<file path="config.mk">
export PLATFORM = sky130hd
export DESIGN_NAME = ula_op_sequencer
export DESIGN_NICKNAME = d
export VERILOG_FILES = /design/src/rtl/ula_pkg.sv /design/src/rtl/ula_settle_counter.sv /design/src/rtl/ula_op_sequencer.sv
export SDC_FILE = /design/constraint.sdc
export NUM_CORES = 1
export LEC_CHECK = 0
export CORE_MARGIN = 2
export CORE_UTILIZATION = 40
export CTS_CLUSTER_SIZE = 14
export DETAILED_ROUTE_END_ITERATION = 8
export PLACE_DENSITY_LB_ADDON = 0.15
export SYNTH_ARGS = -nofsm -noshare
export SYNTH_HDL_FRONTEND = slang
export SYNTH_SLANG_ARGS = --single-unit
</file>
<file path="constraint.sdc">
create_clock -name clk -period 2.1 [get_ports clk]
set_clock_uncertainty 0.05 [all_clocks]
set_input_delay 0.21 -clock clk [delete_from_list [all_inputs] [get_ports clk]]
set_output_delay 0.21 -clock clk [all_outputs]
set_load 0.01 [all_outputs]
</file>
<file path="src/rtl/ula_pkg.sv">
// Shared types and constants for the ALU operation sequencer.
package ula_pkg;

    typedef enum logic [3:0] {
        ULA_ADD    = 4'd0,
        ULA_SUB    = 4'd1,
        ULA_MUL    = 4'd2,
        ULA_DIV    = 4'd3,
        ULA_AND    = 4'd4,
        ULA_OR     = 4'd5,
        ULA_NAND   = 4'd6,
        ULA_XOR    = 4'd7,
        ULA_NOR    = 4'd8,
        ULA_EQ     = 4'd9,
        ULA_GTE    = 4'd10,
        ULA_LTE    = 4'd11,
        ULA_RSVD12 = 4'd12,
        ULA_RSVD13 = 4'd13,
        ULA_RSVD14 = 4'd14,
        ULA_RSVD15 = 4'd15
    } ula_op_e;

    typedef enum logic [1:0] {
        SEQ_IDLE   = 2'd0,
        SEQ_SETTLE = 2'd1,
        SEQ_RESP   = 2'd2
    } seq_state_e;

    localparam logic [3:0] ULA_OP_DIV        = 4'd3;
    localparam logic [3:0] ULA_OP_CMP_FIRST  = 4'd9;
    localparam logic [3:0] ULA_OP_RSVD_FIRST = 4'd12;

    // Counter preload for a given settle time; out-of-range values clamp to 1..15.
    function automatic logic [3:0] settle_load(input int cycles);
        int c;
        c = cycles;
        if (c < 1)  c = 1;
        if (c > 15) c = 15;
        return 4'(c - 1);
    endfunction

endpackage

</file>
<file path="src/rtl/ula_settle_counter.sv">
// 4-bit down-counter with synchronous load; done flags a zero count.
module ula_settle_counter (
    input  logic       clk,
    input  logic       rst_n,
    input  logic       load,
    input  logic [3:0] load_val,
    input  logic       dec,
    output logic       done
);

    logic [3:0] count;

    always_ff @(posedge clk or negedge rst_n) begin
        if (!rst_n) begin
            count <= 4'd0;
        end else if (load) begin
            count <= load_val;
        end else if (dec && (count != 4'd0)) begin
            count <= count - 4'd1;
        end
    end

    assign done = (count == 4'd0);

endmodule

</file>
<file path="src/rtl/ula_op_sequencer.sv">
// Registered command/response front end for the combinational ula ALU.
// Optional accumulator and operand feedback enabled by defining ULA_SEQ_ACC_EN.
//
// state  | meaning
// IDLE   | cmd_ready high, waiting for a command
// SETTLE | operands held on the ALU while the settle counter runs down
// RESP   | captured response presented until rsp_ready
module ula_op_sequencer
    import ula_pkg::*;
#(
    parameter int SETTLE_CYCLES = 1
) (
    input  logic        clk,
    input  logic        rst_n,
    input  logic        cmd_valid,
    output logic        cmd_ready,
    input  logic [3:0]  cmd_op,
    input  logic [7:0]  cmd_a,
    input  logic [7:0]  cmd_b,
    input  logic        cmd_use_acc,
    output logic [7:0]  ula_a,
    output logic [7:0]  ula_b,
    output logic [3:0]  ula_sel,
    input  logic [15:0] ula_result,
    input  logic        ula_zero,
    input  logic        ula_sign,
    output logic        rsp_valid,
    input  logic        rsp_ready,
    output logic [15:0] rsp_result,
    output logic        rsp_zero,
    output logic        rsp_sign,
    output logic        rsp_err,
    output logic [15:0] acc_out
);

    localparam logic [1:0] ST_IDLE   = SEQ_IDLE;
    localparam logic [1:0] ST_SETTLE = SEQ_SETTLE;
    localparam logic [1:0] ST_RESP   = SEQ_RESP;

    logic [1:0]  state;
    logic [1:0]  state_nxt;
    logic        cmd_fire;
    logic        rsp_fire;
    logic        cnt_done;
    logic        capture;
    logic [7:0]  eff_a;

    logic        last_zero;
    logic        last_sign;

    logic        is_rsvd;
    logic        is_cmp;
    logic        is_div0;
    logic        cap_err;
    logic        cap_update;
    logic [15:0] cap_result;
    logic        cap_zero;
    logic        cap_sign;

    assign cmd_ready = (state == ST_IDLE);
    assign rsp_valid = (state == ST_RESP);
    assign cmd_fire  = cmd_valid && cmd_ready;
    assign rsp_fire  = rsp_valid && rsp_ready;
    assign capture   = (state == ST_SETTLE) && cnt_done;

    ula_settle_counter u_settle (
        .clk      (clk),
        .rst_n    (rst_n),
        .load     (cmd_fire),
        .load_val (settle_load(SETTLE_CYCLES)),
        .dec      (state == ST_SETTLE),
        .done     (cnt_done)
    );

    always_comb begin
        state_nxt = state;
        case (state)
            ST_IDLE:   if (cmd_fire) state_nxt = ST_SETTLE;
            ST_SETTLE: if (cnt_done) state_nxt = ST_RESP;
            ST_RESP:   if (rsp_fire) state_nxt = ST_IDLE;
            default:   state_nxt = ST_IDLE;
        endcase
    end

    always_ff @(posedge clk or negedge rst_n) begin
        if (!rst_n) begin
            state <= ST_IDLE;
        end else begin
            state <= state_nxt;
        end
    end

`ifdef ULA_SEQ_ACC_EN
    logic [15:0] acc_q;

    assign eff_a   = cmd_use_acc ? acc_q[7:0] : cmd_a;
    assign acc_out = acc_q;

    // Full 16-bit result kept; only the low byte is ever fed back as operand a.
    always_ff @(posedge clk or negedge rst_n) begin
        if (!rst_n) begin
            acc_q <= 16'h0000;
        end else if (capture && cap_update) begin
            acc_q <= ula_result;
        end
    end
`else
    logic unused_use_acc;

    assign unused_use_acc = cmd_use_acc;
    assign eff_a          = cmd_a;
    assign acc_out        = 16'h0000;
`endif

    // Operands stay put from one fire to the next so the ALU output is stable.
    always_ff @(posedge clk or negedge rst_n) begin
        if (!rst_n) begin
            ula_a   <= 8'h00;
            ula_b   <= 8'h00;
            ula_sel <= 4'h0;
        end else if (cmd_fire) begin
            ula_a   <= eff_a;
            ula_b   <= cmd_b;
            ula_sel <= cmd_op;
        end
    end

    always_comb begin
        is_rsvd    = (ula_sel >= ULA_OP_RSVD_FIRST);
        is_cmp     = (ula_sel >= ULA_OP_CMP_FIRST) && !is_rsvd;
        is_div0    = (ula_sel == ULA_OP_DIV) && (ula_b == 8'h00);
        cap_err    = is_rsvd || is_div0;
        cap_update = !cap_err && !is_cmp;
        cap_result = ula_result;
        cap_zero   = ula_zero;
        cap_sign   = ula_sign;
        if (cap_err) begin
            cap_result = 16'h0000;
            cap_zero   = 1'b0;
            cap_sign   = 1'b0;
        end else if (is_cmp) begin
            cap_zero   = last_zero;
            cap_sign   = last_sign;
        end
    end

    always_ff @(posedge clk or negedge rst_n) begin
        if (!rst_n) begin
            rsp_result <= 16'h0000;
            rsp_zero   <= 1'b0;
            rsp_sign   <= 1'b0;
            rsp_err    <= 1'b0;
        end else if (capture) begin
            rsp_result <= cap_result;
            rsp_zero   <= cap_zero;
            rsp_sign   <= cap_sign;
            rsp_err    <= cap_err;
        end
    end

    // Compare ops report the flags of the last arithmetic/logic op.
    always_ff @(posedge clk or negedge rst_n) begin
        if (!rst_n) begin
            last_zero <= 1'b0;
            last_sign <= 1'b0;
        end else if (capture && cap_update) begin
            last_zero <= ula_zero;
            last_sign <= ula_sign;
        end
    end

endmodule

</file>
==> key figures, run 1 <==
Place
  – Number of cells after detailed placement: 296
  – IO buf count: 82
  – Placement Cell Area: 2850 µm²
  – Post-DP HPWL: 3200 µm
  – GP Congestion: 0.727

Cells and area
  – Fin cells: 305
  – Finished Core Util: 62.7%
  – Share of layout cells above drive strength 1: 20.6%
  – Most frequent cells in the layout: clkdlybuf4s50_1, dfrtp_1, mux2_2
  – Post-route design area: 3000 µm²
  – Commonest non-fill, non-tap cell in the layout: clkdlybuf4s50_1
  – Area grow syn2layout: 48.2%
  – Ant diodes: 0
  – Nets@finish: 282

Clock tree
  – CTS Root Cell: clkbuf_8
  – Worst-path clk slew: 0.09 ns
  – Clock sink count: 47
  – CTS tree: done
  – Total CTS buffers: 5
  – H-tree Lvls: 2
  – Clk buf depth: 2
  – Clock Latency Late Sink: 0.30 ns
  – Post-CTS Setup Inserts: 0
  – Resized cells post-CTS: 0

Synthesis
  – Synth Flop Type: dfrtp_1
  – Register area share after synthesis: 58.1%
  – Synth cell types: 31
  – Number of flops mapped to enable cells by yosys: 0
  – Asr flop ratio synth: 100%
  – Cell count after synthesis: 150
  – Yosys warnings: 0
  – Synth Area per Inst: 13.5 µm²
  – Synth Cell Area: 2020 µm²
  – Yosys reg bits: 47

Worst setup path
  – Worst EP required: 2.24 ns
  – Worst path slowest cell: dfrtp_1
  – Worst Setup Path Type: reg2reg
  – Crit-path cells: inv_1 -> ha_1 -> nor3b_1 -> nand2_1 -> nor3_1 -> mux2_2
  – CP Launch Point: u_settle.count[0]$_DFFE_PN0P_
  – Endpoint type of the worst setup path: register
  – Max incr delay on CP: 0.41 ns
  – Crit path max fanout: 3
  – RR Startpoint: u_settle.count[0]$_DFFE_PN0P_
  – Worst Path Arrival: 2.10 ns
  – CP Launch Type: register

Timing
  – Fin crit share: 93.4%
  – Setup tns final: 0 ns
  – Setup violators final: 0
  – Max-slew violation count: 0
  – Minimum clock period: 1.96 ns
  – Unrepaired setup endpoints after global routing: no
  – Final Hold Viols: 0
  – Maximum clock frequency: 510 MHz

Floorplanning
  – Die Y-Extent: 75.1 µm
  – Chip width: 75.1 µm
  – Row count: 25
  – IO Pins: 100
  – Core ar.: 4790 µm²
  – Starting Density: 42.3%
  – Die area: 5640 µm²

Drt
  – Via count: 1468
  – Drt total wl: 4410 µm
  – Avg WL per Cell: 14.5 µm
  – DRT antenna net count: 0
  – DRC errors left: 0
  – Vias per Instance: 4.81
  – First-pass DRT Iterations: 4
  – DR iter-0 viols: 49

Pwr
  – Leakage: 1.29 nW
  – Power per cell area: 1500 nW/µm²
  – Worst VDD drop: 0.000689 V

GRT
  – GRT overflow: 0
  – Initial antenna violation count: 0
  – GRT Total Usage: 16.5%
  – Pin count of the biggest net entering global routing: 30
  – Global-route wire length before repair: 7010 µm
  – Vias in the first global route: 1485

Worst hold path
  – Hold Crit Class: in2async

Job
  – Max Cap Violations: 0

Outcome
  – Status: completed
==> layout make-up <==
type	count	area [µm²]
clock buffer	5	68.8
tap	67	83.8
multi-input combinational	92	732
inverter	4	15.0
fill	372	1790
clock inverter	3	67.6
timing repair buffer	87	856
sequential	47	1180
==> cell usage after synthesis (4+ instances only) <==
master / count / area (µm²)
buf_4: 16 / 120
nor2_1: 6 / 22.5
a22o_2: 9 / 90.1
mux2_2: 23 / 259
dfrtp_1: 47 / 1180
inv_1: 4 / 15.0
buf_2: 5 / 25.0
a22o_1: 9 / 78.8
==> layer usage <==
layer / global-route usage, % / share of wire (%) / up-vias
met4: 5.95 / 0.43 / 0
met1: 21.4 / 42 / 711
met2: 25.2 / 47 / 77
met3: 6.43 / 10 / 2
met5: 0 / 0 / -
li1: - / - / 678
==> worst max-delay path, delay by kind of cell (launching register included) <==
kind,cells,cell delay [ns]
muxes,1,0.37
DFF,1,0.41
buffers and inverters,1,0.09
and+or+nand+nor,3,0.78
adders and majority gates,1,0.16
==> worst paths after layout <==
check	slack, ns	depth (start not counted)	end
setup / recovery	0.14	6	last_sign$_DFFE_PN0P_
hold / removal	0.32	2	rsp_result[4]$_DFFE_PN0P_
setup reg to reg	0.14	6	last_sign$_DFFE_PN0P_
hold reg to reg	0.46	1	rsp_result[2]$_DFFE_PN0P_
max in group asynchronous	0.95	3	rsp_result[14]$_DFFE_PN0P_
min in group clk	0.43	2	state[1]$_DFFE_PN0P_
==> sequential cells by signal, indices dropped and copies added, names as in the netlist <==
| name | flops |
|---|---|
| state | 2 |
| rsp_err | 1 |
| last_zero | 1 |
| ula_b | 8 |
| ula_sel | 4 |
| rsp_result | 16 |
| last_sign | 1 |
| ula_a | 8 |
| rsp_sign | 1 |
| u_settle.count | 4 |
| rsp_zero | 1 |
==> report_power, final <==
part           switching, mW  internal [mW]  leakage (nW)
logic                  0.818           1.27         0.645
registers              0.305           1.34         0.576
clock network          0.299          0.474        0.0644
==> cells by family after synthesis <==
group | Yosys count | share of synthesized area, %
flip-flops | 47 | 58.1
buffers and inverters | 26 | 8.47
AO/OA/AOI/OAI | 25 | 11.3
multiplexers | 23 | 12.8
AND/OR/NAND/NOR | 23 | 6.62
XOR/XNOR | 3 | 1.30
adder cells (fa/ha/maj) | 2 | 1.24
other | 1 | 0.185
==> stage by stage <==
step                power [mW]  setup slack (ns)  hold WS (ns)
floorplan                 2.74             0.356        -0.136
global placement          3.69             0.241         0.103
detailed placement        3.76             0.174         0.114
CTS                       4.57             0.148         0.319
global route              4.81           0.00197         0.349
finish                    4.51             0.138         0.321
==> repair_timing <==
| action | CTS | global route |
|---|---|---|
| endpoints found under the hold margin | 18 | 0 |
| endpoints found under the setup margin | 0 | 0 |
| hold buffers | 1 | 0 |
Power figures use the tool's default switching activity.
==> run 2, diff against run 1 <==
--- a/config.mk
+++ b/config.mk
@@ -6,10 +6,11 @@
 export NUM_CORES = 1
 export LEC_CHECK = 0
 export CORE_MARGIN = 2
-export CORE_UTILIZATION = 40
+export CORE_UTILIZATION = 35
 export CTS_CLUSTER_SIZE = 14
 export DETAILED_ROUTE_END_ITERATION = 8
 export PLACE_DENSITY_LB_ADDON = 0.15
+export SLEW_MARGIN = 20
 export SYNTH_ARGS = -nofsm -noshare
 export SYNTH_HDL_FRONTEND = slang
 export SYNTH_SLANG_ARGS = --single-unit
==> key figures, run 2 (synthesis gave the netlist of run 1 again) <==
GRT
  – Vias in the first global route: 1431 (-3.6%)
  – GRT Total Usage: 13.8% (-2.8 points)
  – GRT overflow: 0 (unchanged)
  – Pin count of the biggest net entering global routing: 28 (-6.7%)
  – Initial antenna violation count: 0 (unchanged)
  – Global-route wire length before repair: 6770 µm (-3.5%)

Worst setup path
  – Worst Setup Path Type: reg2reg
  – Crit path max fanout: 3 (unchanged)
  – Worst Path Arrival: 1.98 ns (-0.12 ns)
  – CP Launch Point: u_settle.count[0]$_DFFE_PN0P_
  – Endpoint type of the worst setup path: register
  – Worst path slowest cell: dfrtp_1
  – CP delay by family, top: simple AND/OR/NAND/NOR gates
  – Worst EP required: 2.23 ns (about the same)
  – CP Launch Type: register
  – RR Startpoint: u_settle.count[0]$_DFFE_PN0P_
  – Max incr delay on CP: 0.41 ns (about the same)
  – Crit-path cells: inv_1 -> ha_1 -> nor3b_1 -> nand2_1 -> nor3_2 -> mux2_2
  – WP buf/inv: 1 (unchanged)

Timing
  – Setup violators final: 0 (unchanged)
  – Setup tns final: 0 ns (unchanged)
  – Final Hold Viols: 0 (unchanged)
  – Minimum clock period: 1.85 ns (-0.111 ns)
  – Maximum clock frequency: 540 MHz (+6.0%)
  – Fin crit share: 88.2% (-5.3 points)
  – Max-slew violation count: 0 (unchanged)
  – Unrepaired setup endpoints after global routing: no

Cells and area
  – FF/Latch Area: 1180 µm² (unchanged)
  – Share of layout cells above drive strength 1: 19.9% (-0.67 points)
  – Max reg flops: 16 (unchanged)
  – Nets@finish: 282 (unchanged)
  – Most frequent cells in the layout: clkdlybuf4s50_1, dfrtp_1, mux2_2
  – Reg with most FFs: rsp_result
  – Largest registers: rsp_result x16, ula_a x8, ula_b x8
  – Footprint of the multi-input gates: 737 µm² (+0.68%)
  – Ant diodes: 0 (unchanged)
  – Area grow syn2layout: 46.3%
  – Fill count: 503 (+35%)
  – Commonest non-fill, non-tap cell in the layout: clkdlybuf4s50_1
  – Finished Core Util: 53.4% (-9.3 points)

Clock tree
  – Clock sink count: 47 (unchanged)
  – CTS tree: done
  – CTS Root Cell: clkbuf_8
  – Worst-path clk slew: 0.08 ns (about the same)
  – Clock Latency Late Sink: 0.29 ns (about the same)
  – H-tree Lvls: 2 (unchanged)
  – Post-CTS Setup Inserts: 0 (unchanged)
  – Total CTS buffers: 5 (unchanged)
  – Clk buf depth: 2 (unchanged)

Worst hold path
  – Hold Crit Class: in2async

Job
  – Max Cap Violations: 0 (unchanged)

Place
  – GP Congestion: 0.682 (-6.3%)
  – IO buf count: 82 (unchanged)
  – Post-DP HPWL: 2970 µm (-7.2%)

Pwr
  – Power share of the sequential group: 39.0% (+2.5 points)
  – Worst VDD drop: 0.000569 V (-17%)
  – Power per cell area: 1420 nW/µm² (-5.3%)
  – Sw frac: 32.6% (+1.1 points)
  – Psw: 1.37 mW (-3.5%)
  – Clock share of power: 11.7% (-5.5 points)
  – Leakage: 1.26 nW (-1.7%)
  – Combinational Power Share: 49.3% (+2.9 points)
  – PnR Total Power: 4.21 mW (-6.6%)
  – Pint: 2.84 mW (-8.0%)

Floorplanning
  – Die Y-Extent: 80.0 µm (+6.5%)
  – IO Pins: 100 (unchanged)
  – Starting Density: 36.5% (-5.8 points)
  – Row count: 27 (+8.0%)
  – Chip width: 80.0 µm (+6.5%)
  – Die area: 6400 µm² (+13%)
  – Core ar.: 5540 µm² (+16%)

Drt
  – DRC errors left: 0 (unchanged)
  – Drt total wl: 4210 µm (-4.4%)
  – Vias per Instance: 4.58 (-4.8%)
  – DRT antenna net count: 0 (unchanged)
  – DR iter-0 viols: 29 (-41%)
  – Via count: 1411 (-3.9%)
  – First-pass DRT Iterations: 3 (-1)
  – Avg WL per Cell: 13.7 µm (-5.4%)

Outcome
  – Status: completed
run 2: final cells by class:
class	instances	share of cell area, %
Sequential cell	47	39.7
Timing Repair Buffer	87	29.3
Multi-Input combinational cell	92	24.9
Tap cell	72	3.04
Clock buffer	6	2.45
Inverter	4	0.507
run 2: final timing paths:
check	depth (start not counted)	slack, ns	end
worst max-delay path	6	0.25	last_zero$_DFFE_PN0P_
worst min-delay path	2	0.36	rsp_result[3]$_DFFE_PN0P_
worst max register to register	6	0.25	last_zero$_DFFE_PN0P_
worst min register to register	1	0.46	last_sign$_DFFE_PN0P_
max in group asynchronous	3	1.13	ula_a[1]$_DFFE_PN0P_
min in group clk	2	0.43	state[1]$_DFFE_PN0P_
run 2: repair_timing:
| action | in CTS | in global routing |
|---|---|---|
| hold buffers | 1 | 0 |
| resized for setup | 0 | 1 |
| hold endpoints to repair | 20 | 0 |
| endpoints found under the setup margin | 0 | 1 |
run 2: through the flow:
| stage | std cells | cell area [µm²] | hold WS [ns] | setup slack, ns |
|---|---|---|---|---|
| after CTS | 308 | 2950 | 0.377 | 0.163 |
| after floorplan | 165 | 2080 | -0.136 | 0.356 |
| after global routing | 308 | 2960 | 0.403 | 0.0872 |
| after global placement | 301 | 2870 | 0.155 | 0.220 |
| after detailed placement | 301 | 2870 | 0.153 | 0.191 |
| final | 308 | 2960 | 0.364 | 0.249 |
run 2: metal layers:
layer	wire, µm	up-vias	part of all wire (%)	track usage [%]
li1	-	671	-	-
met1	1950	662	46	18.4
met2	1780	73	42	19.7
met3	437	5	10	6.22
met4	49	0	1.2	4.58
met5	0	-	0	0
run 2: power by group through the flow:
stage,Combinational [mW],Clock [mW],Sequential [mW]
floorplan,0.956,0,1.78
global placement,2.08,0,1.65
detailed placement,2.09,0,1.66
CTS,2.10,0.519,1.65
global route,2.26,0.564,1.70
finish,2.08,0.492,1.64
